--- src/rtl/sfq_xor_monitor.sv ---
// Receive-side checker for toggle-encoded SFQ pulses around a clocked XOR cell.
// Decodes a/b/sclk/out toggles into one-cycle events, runs the clocked-XOR model,
// predicts output pulses and checks the DUT's out toggles against a window.
module sfq_xor_monitor #(
  parameter int unsigned WINDOW = 8,
  parameter int unsigned CNT_W  = 8
) (
  input  logic             clk,
  input  logic             rst,
  input  logic             a_tgl,
  input  logic             b_tgl,
  input  logic             sclk_tgl,
  input  logic             out_tgl,
  output logic             exp_pulse,
  output logic             err_pulse,
  output logic [1:0]       err_code,
  output logic [1:0]       xor_state,
  output logic [CNT_W-1:0] out_cnt,
  output logic [CNT_W-1:0] err_cnt
);

  // Model states; ONE_A/ONE_B/BOTH are chosen so a data event is a bitwise OR
  localparam logic [1:0] IDLE  = 2'd0;
  localparam logic [1:0] ONE_A = 2'd1;
  localparam logic [1:0] ONE_B = 2'd2;
  localparam logic [1:0] BOTH  = 2'd3;

  localparam logic [1:0] ERR_MISS = 2'd1;
  localparam logic [1:0] ERR_SPUR = 2'd2;
  localparam logic [1:0] ERR_OVR  = 2'd3;

  localparam logic [7:0]       WIN_LOAD = 8'(WINDOW);
  localparam logic [CNT_W-1:0] CNT_MAX  = '1;

  // Bit order: 0 a, 1 b, 2 sclk, 3 out
  logic [3:0] tgl_in;
  logic [3:0] sync1_q, sync2_q, hist_q;
  logic [3:0] ev;
  logic [1:0] mask_q;
  logic       a_ev, b_ev, sclk_ev, out_ev;

  logic [1:0]       state_q, state_d;
  logic             pend_q, pend_d;
  logic [7:0]       win_q, win_d;
  logic             exp_q, exp_d;
  logic             err_q, err_d;
  logic [1:0]       code_q, code_d;
  logic [CNT_W-1:0] out_cnt_q, out_cnt_d;
  logic [CNT_W-1:0] err_cnt_q, err_cnt_d;
  logic             match, miss, spur, ovr, expected;

  assign tgl_in = {out_tgl, sclk_tgl, b_tgl, a_tgl};

  // Two-flop synchroniser, history flop and post-reset settle mask
  always_ff @(posedge clk or posedge rst) begin
    if (rst) begin
      sync1_q <= '0;
      sync2_q <= '0;
      hist_q  <= '0;
      mask_q  <= 2'd3;
    end else begin
      sync1_q <= tgl_in;
      sync2_q <= sync1_q;
      hist_q  <= sync2_q;
      if (mask_q != 2'd0) mask_q <= mask_q - 2'd1;
    end
  end

  // Edge detect in both directions; suppressed while the synchroniser settles
  always_comb begin
    ev      = (sync2_q ^ hist_q) & {4{mask_q == 2'd0}};
    a_ev    = ev[0];
    b_ev    = ev[1];
    sclk_ev = ev[2];
    out_ev  = ev[3];
  end

  // Next state: match/window first, then sclk evaluation, then data events
  always_comb begin
    state_d  = state_q;
    pend_d   = pend_q;
    win_d    = win_q;
    exp_d    = 1'b0;
    match    = 1'b0;
    miss     = 1'b0;
    spur     = 1'b0;
    ovr      = 1'b0;
    expected = 1'b0;

    if (pend_q) begin
      if (out_ev) begin
        match  = 1'b1;
        pend_d = 1'b0;
      end else if (win_q == 8'd1) begin
        miss   = 1'b1;
        pend_d = 1'b0;
      end else begin
        win_d = win_q - 8'd1;
      end
    end else if (out_ev) begin
      spur = 1'b1;
    end

    if (sclk_ev) begin
      expected = (state_q == ONE_A) || (state_q == ONE_B);
      state_d  = IDLE;
      // A still-open expectation at the next clock is an overrun either way
      if (pend_d) ovr = 1'b1;
      if (expected) begin
        exp_d  = 1'b1;
        pend_d = 1'b1;
        win_d  = WIN_LOAD;
      end else begin
        pend_d = 1'b0;
      end
    end

    state_d = state_d | {b_ev, a_ev};

    err_d = ovr | miss | spur;
    if (ovr)       code_d = ERR_OVR;
    else if (miss) code_d = ERR_MISS;
    else if (spur) code_d = ERR_SPUR;
    else           code_d = code_q;

    out_cnt_d = (match && out_cnt_q != CNT_MAX) ? out_cnt_q + 1'b1 : out_cnt_q;
    err_cnt_d = (err_d && err_cnt_q != CNT_MAX) ? err_cnt_q + 1'b1 : err_cnt_q;
  end

  // Model, pending window, strobes and counters
  always_ff @(posedge clk or posedge rst) begin
    if (rst) begin
      state_q   <= IDLE;
      pend_q    <= 1'b0;
      win_q     <= '0;
      exp_q     <= 1'b0;
      err_q     <= 1'b0;
      code_q    <= '0;
      out_cnt_q <= '0;
      err_cnt_q <= '0;
    end else begin
      state_q   <= state_d;
      pend_q    <= pend_d;
      win_q     <= win_d;
      exp_q     <= exp_d;
      err_q     <= err_d;
      code_q    <= code_d;
      out_cnt_q <= out_cnt_d;
      err_cnt_q <= err_cnt_d;
    end
  end

  assign exp_pulse = exp_q;
  assign err_pulse = err_q;
  assign err_code  = code_q;
  assign xor_state = state_q;
  assign out_cnt   = out_cnt_q;
  assign err_cnt   = err_cnt_q;

endmodule
--- config.mk ---
export PLATFORM = sky130hd
export DESIGN_NAME = sfq_xor_monitor
export DESIGN_NICKNAME = d
export VERILOG_FILES = /design/src/rtl/sfq_xor_monitor.sv
export SDC_FILE = /design/constraint.sdc
export NUM_CORES = 1
export LEC_CHECK = 0
export ABC_AREA = 1
export ABC_CLOCK_PERIOD_IN_PS = 2800
export BUFFER_PORTS_ARGS = -buffer_cell sky130_fd_sc_hd__buf_2
export CAP_MARGIN = 25
export CORE_MARGIN = 3
export CORE_UTILIZATION = 60
export DETAILED_ROUTE_END_ITERATION = 7
export GPL_TIMING_DRIVEN = 0
export PLACE_DENSITY_LB_ADDON = 0.12
export SETUP_SLACK_MARGIN = 0.15
export SYNTH_ARGS = -nofsm -noshare
export SYNTH_HDL_FRONTEND = slang
export SYNTH_SLANG_ARGS = --single-unit
--- constraint.sdc ---
create_clock -name clk -period 2.8 [get_ports clk]
set_input_delay 0.14 -clock clk [delete_from_list [all_inputs] [get_ports clk]]
set_output_delay 0.14 -clock clk [all_outputs]
set_load 0.005 [all_outputs]
* Word-level counts from Yosys, hierarchy flattened
Index checks and enable logic that the tools add are counted.
** Operators by class
- Add/sub/neg operators :: 4
- Multiply operators :: 0
- Div/mod/pow operators :: 0
- Magnitude comparators :: 0
- Eq/ne operators :: 5
- Shifts and indexed selects :: 0
- Muxes and demuxes :: 23
- Bitwise gates (word level) :: 5
- Reduce and logical (&&, ||, !) cells :: 6
** Operators with widths (count)
- 8-bit 2-to-1 mux :: 5
- 8-bit by 1-bit adder with 8-bit output (second input constant) :: 2
- 8-bit inequality test (second input constant) :: 2
- 1-bit 2-to-1 mux :: 14
- 8-bit by 1-bit equality test with 1-bit output (second input constant) :: 1
- 2-bit 2-to-1 mux :: 4
- 8-bit by 1-bit subtractor with 8-bit output (second input constant) :: 1
- 4-bit AND :: 1
- 4-bit XOR :: 1
- 3-bit nonzero test :: 1
- 2-bit by 1-bit equality test with 1-bit output (second input constant) :: 1
- 2-bit equality test (second input constant) :: 1
- 1-bit logical AND :: 2
- 2-bit zero test :: 1
- 1-bit bitwise OR :: 2
- 2-bit bitwise OR :: 1
- 2-bit nonzero test :: 1
- 2-bit by 1-bit subtractor with 2-bit output (second input constant) :: 1
- 1-bit logical OR :: 1
** Storage, ports and cells
- Flip-flop bits (word level) :: 45
- Latch bits :: 0
- RAM bits :: 0
- Memory bits (read-only) :: 0
- Input port bits :: 6
- Output and inout port bits :: 22
- Logic and storage cells :: 55
- Memories :: 0

* Longest topological paths before layout
- Depth in word-level cells :: 9
- Depth in mapped cells :: 11
- Mapped depth without buffers :: 10

* Least setup slack after synthesis
Ideal clock, no wire load.
- Path kind :: register to register
- From :: reg mask_q[0]
- To :: reg code_q[1] (netlist: err_code[1])
- Setup time :: 0.124 ns
- Arrival :: 1.471 ns
- Data required time :: 2.676 ns
- Slack :: 1.205 ns
- Cell stages (with the launch flop) :: 11
- Path buffers :: 2
- Cell sequence :: dfstp_2 > inv_1 > ha_1 > buf_6 > nand3_1 > o21ai_2 > nand2_2 > nand2_2 > buf_6 > nor2_2 > nor2_2
** Between the ends
- Cells in the longest elaborated chain, start to end :: 7
- Elaborated cells between the ends (all ways) :: 13
- Classes of those cells :: 10 x mux; 1 x bitwise; 2 x reduce/logical
** Ends and longest elaborated chain
- start: declaration :: line 39 : logic [1:0] mask_q;
- start signal: assignment :: line 65 : if (mask_q != 2'd0) mask_q <= mask_q - 2'd1;
- 2-bit zero test (*) :: line 71 : ev = (sync2_q ^ hist_q) & {4{mask_q == 2'd0}};
- 4-bit AND (*) :: line 71
- 1-bit 2-to-1 mux :: line 91 : if (out_ev) begin
- 1-bit 2-to-1 mux :: line 90 : if (pend_q) begin
- 1-bit 2-to-1 mux :: line 108 : if (pend_d) ovr = 1'b1;
- 1-bit 2-to-1 mux :: line 104 : if (sclk_ev) begin
- 3-bit nonzero test (no line) or 2-bit 2-to-1 mux (tied branches)
- end signal: assignment :: line 147 : code_q <= code_d;
- end: declaration :: line 47 : logic [1:0] code_q, code_d;
Every way passes the cells marked *; elsewhere a longest branch is shown, timed or not.
A chain may end at the register's enable or synchronous reset.

* Worst setup path in the final report
- From :: reg mask_q[0]
- To :: reg win_q[5]
** Between the ends
- Cells in the longest elaborated chain, start to end :: 6
** Ends and longest elaborated chain
- 2-bit zero test (*) :: line 71
- 4-bit AND (*) :: line 71
- 8-bit 2-to-1 mux :: line 91
- 8-bit 2-to-1 mux :: line 90
- 8-bit 2-to-1 mux :: line 109 : if (expected) begin
- 8-bit 2-to-1 mux (*) :: line 104
- net win_d[5] :: line 44 : logic [7:0] win_q, win_d;
- end signal: assignment :: line 144 : win_q <= win_d;
- end: declaration :: line 44
Mark *: on every way through the listed nets, which the timed path passes. The rest lies on a longest branch.

==> results.toml <==
[status]
status = "completed"

[place]
port_buffers = 27
dp_hpwl_um = 2720
numPlacedInstances = 311
gp_congestion = 0.8207

[floorplan]
rows = 21
die_area_mm2 = 0.004325
core_region_area_mm2 = 0.003390
die_y_um = 65.77
die_x_um = 65.77
initial_core_util = 0.6323
io_pins = 28

[detailed_routing]
wl_per_cell_um = 11.72
drc_errors = 0
wl_um = 3796
firstDrtPassIters = 4
post_drt_via_cell_ratio = 5.077
vias = 1645
first_iter_violations = 100
ant_nets = 0

[min_path]
hp-class = "input pin to asynchronous set/reset pin"

[timing]
slew_headroom = 0.7783
report.final.slew_viol_count = 0
min_period_ns = 1.826
finalCritPeriodShare = 0.6522
max_freq_mhz = 547.6
fin_hold_ws_ns = 0.2223
finalSetupTns_ns = 0
setup-violations-final = 0
hold_viol = 0
fin_skew_ns = 0.01046
rsz0062_at_grt = "false"
tightest_slew_ns = 0.3313

[layout]
layout_common_cells = "nand2_1 (71), dfrtp_1 (43), buf_2 (27)"
fin_util = 0.7401
final_common_cell = "nand2_1"
n_antenna_cell = 0
nets = 288
stdcell_count = 324
syn_to_final_growth_pct = 17.05
layout-drive-gt1-share = 0.2194

[pwr]
power_frac_clock = 0.255
p_seq_frac = 0.481
p_int_mw = 1.263
peakVddDrop_uv = 420.2
p_leak_nw = 1.287
p_total_mw = 1.879
power_density_mw_per_mm2 = 749.0
combPwrFrac = 0.264
swShare = 0.3280
power_switching_mw = 0.6163

[global_routing]
grt_overflow = 0
grt_max_degree = 40
grt_pass1_vias = 1510
antenna_found_initial = 0
grt.total_usage = 0.1944
grt_pass1_wl_um = 6541

[synthesis]
synth_cells = 237
syn_nets = 248
ys_top_cells_by_area = "dfrtp_1 (50%), nand2_1 (12%), inv_1 (3.9%)"
ys_seq_area_frac = 0.5266
syn_area_mm2 = 0.002143
ys_seq_elements = 45
synth_cell_types = 25
synth_area_per_cell_um2 = 9.043
yosysWarnings = 0
netlist.area_leader.share = 0.5020
synth-edff-count = 0
synth-main-ff-cell = "dfrtp_1"
async_flop_share = 1.000
synth_top_area_cell = "dfrtp_1"

[worst_setup_path]
end_kind = "register"
crit_fanout = 8
r2r_start = "mask_q[0]"
critPathLaunchType = "register"
r2r-end = "win_q[5]"
reg2regPathDepth = 9
crit_required_ns = 3.04
crit_start = "mask_q[0]"
reg2reg_slack_ns = 0.97
path_class = "register to register"
crit_end = "win_q[5]"
critPathArrivalTime_ns = 2.07

[flow_run]
drv_cap = 0

[clock_network]
cts_sinks = 45
cts_tree = "built"
cts_max_level = 2
cts_made_buffers = 5
cts_resized = 0
cts_root_buf = "clkbuf_4"
clk-insertion-delay-late_ns = 0.35
cts.path.max_buffers = 2
clk_pin_slew_ns = 0.13
post_cts_buffers = 0
ctsHoldBuffers = 5
## logic make-up (layout without fill, tap and decap cells)
family / Yosys count / after routing / share of synthesized area
AOI/OAI and AO/OA: 14 / 14 / 0.04028
DFF: 45 / 45 / 0.5266
adders and majority gates: 5 / 5 / 0.02919
and+or+nand+nor: 133 / 133 / 0.2942
xor gates and xnor gates: 14 / 14 / 0.05721
buffers and inverters: 26 / 67 / 0.05254
## sequential cells by signal, summed over array words and instances, names as in the netlist
signal     flops
pend_q         1
mask_q         2
xor_state      2
sync1_q        4
err_code       2
exp_pulse      1
win_q          8
sync2_q        4
out_cnt        8
err_pulse      1
err_cnt        8
hist_q         4
## cell usage after synthesis, types with 4 or more instances
cell type / instances
a21oi_1: 5
dfrtp_1: 43
ha_1: 5
inv_1: 22
nand2_1: 71
nand2_2: 5
nand3_1: 15
nand3b_1: 4
nand4_1: 6
nor2_1: 20
nor2_4: 4
o21ai_0: 5
xnor2_1: 8
xor2_1: 6
## final cells by class
cell class,instances,area [um^2]
plain buffers,2,22.52
clock buffers,5,37.54
clock inverters,3,65.06
fillers,243,880.8
inverters,24,90.09
multi-input cells,166,902.1
flip-flops and latches,45,1129
well taps,46,57.56
repair buffers,33,205.2
## power groups by stage
stage / Sequential [mW] / Combinational, mW / Clock [mW]
CTS: 0.903 / 0.503 / 0.489
floorplan: 0.901 / 0.341 / 0
global placement: 0.911 / 0.475 / 0
detailed placement: 0.916 / 0.492 / 0
global route: 0.925 / 0.574 / 0.519
finish: 0.904 / 0.496 / 0.479
## layer usage
metal	share of wire	track usage	vias up	wire length, um
met4	0.012	0.06477	0	46
met5	0	0	-	0
met3	0.034	0.04274	5	129
li1	-	-	827	-
met1	0.46	0.2643	782	1760
met2	0.49	0.3079	31	1860
## stage by stage
step	cell area (um^2)	setup WS (ns)
finish	2509	0.9738
global route	2509	0.8332
CTS	2509	0.9793
detailed placement	2356	1.016
global placement	2336	1.021
floorplan	2143	1.206
## worst min path at each step
stage          start          to  slack, ns  cells past startpoint
2_1_floorplan  a_tgl  sync1_q[0]       0.17                      0
3_3_place_gp   a_tgl  sync1_q[0]       0.25                      1
3_5_place_dp     rst  out_cnt[6]       0.05                      2
4_1_cts          rst  out_cnt[5]       0.21                      3
5_1_grt          rst  out_cnt[7]       0.23                      3
6_report         rst  out_cnt[7]       0.22                      3
## critical path, cell delays in order, from the launching register on
cell and delay [ns]:
dfstp_2 0.57, inv_1 0.04, ha_1 0.19, buf_6 0.14
nand3_1 0.13, nand2_1 0.11, nor2_1 0.28, nor2_2 0.10
inv_1 0.11, a21oi_1 0.05
No activity file was read; power rests on OpenSTA's default activity.
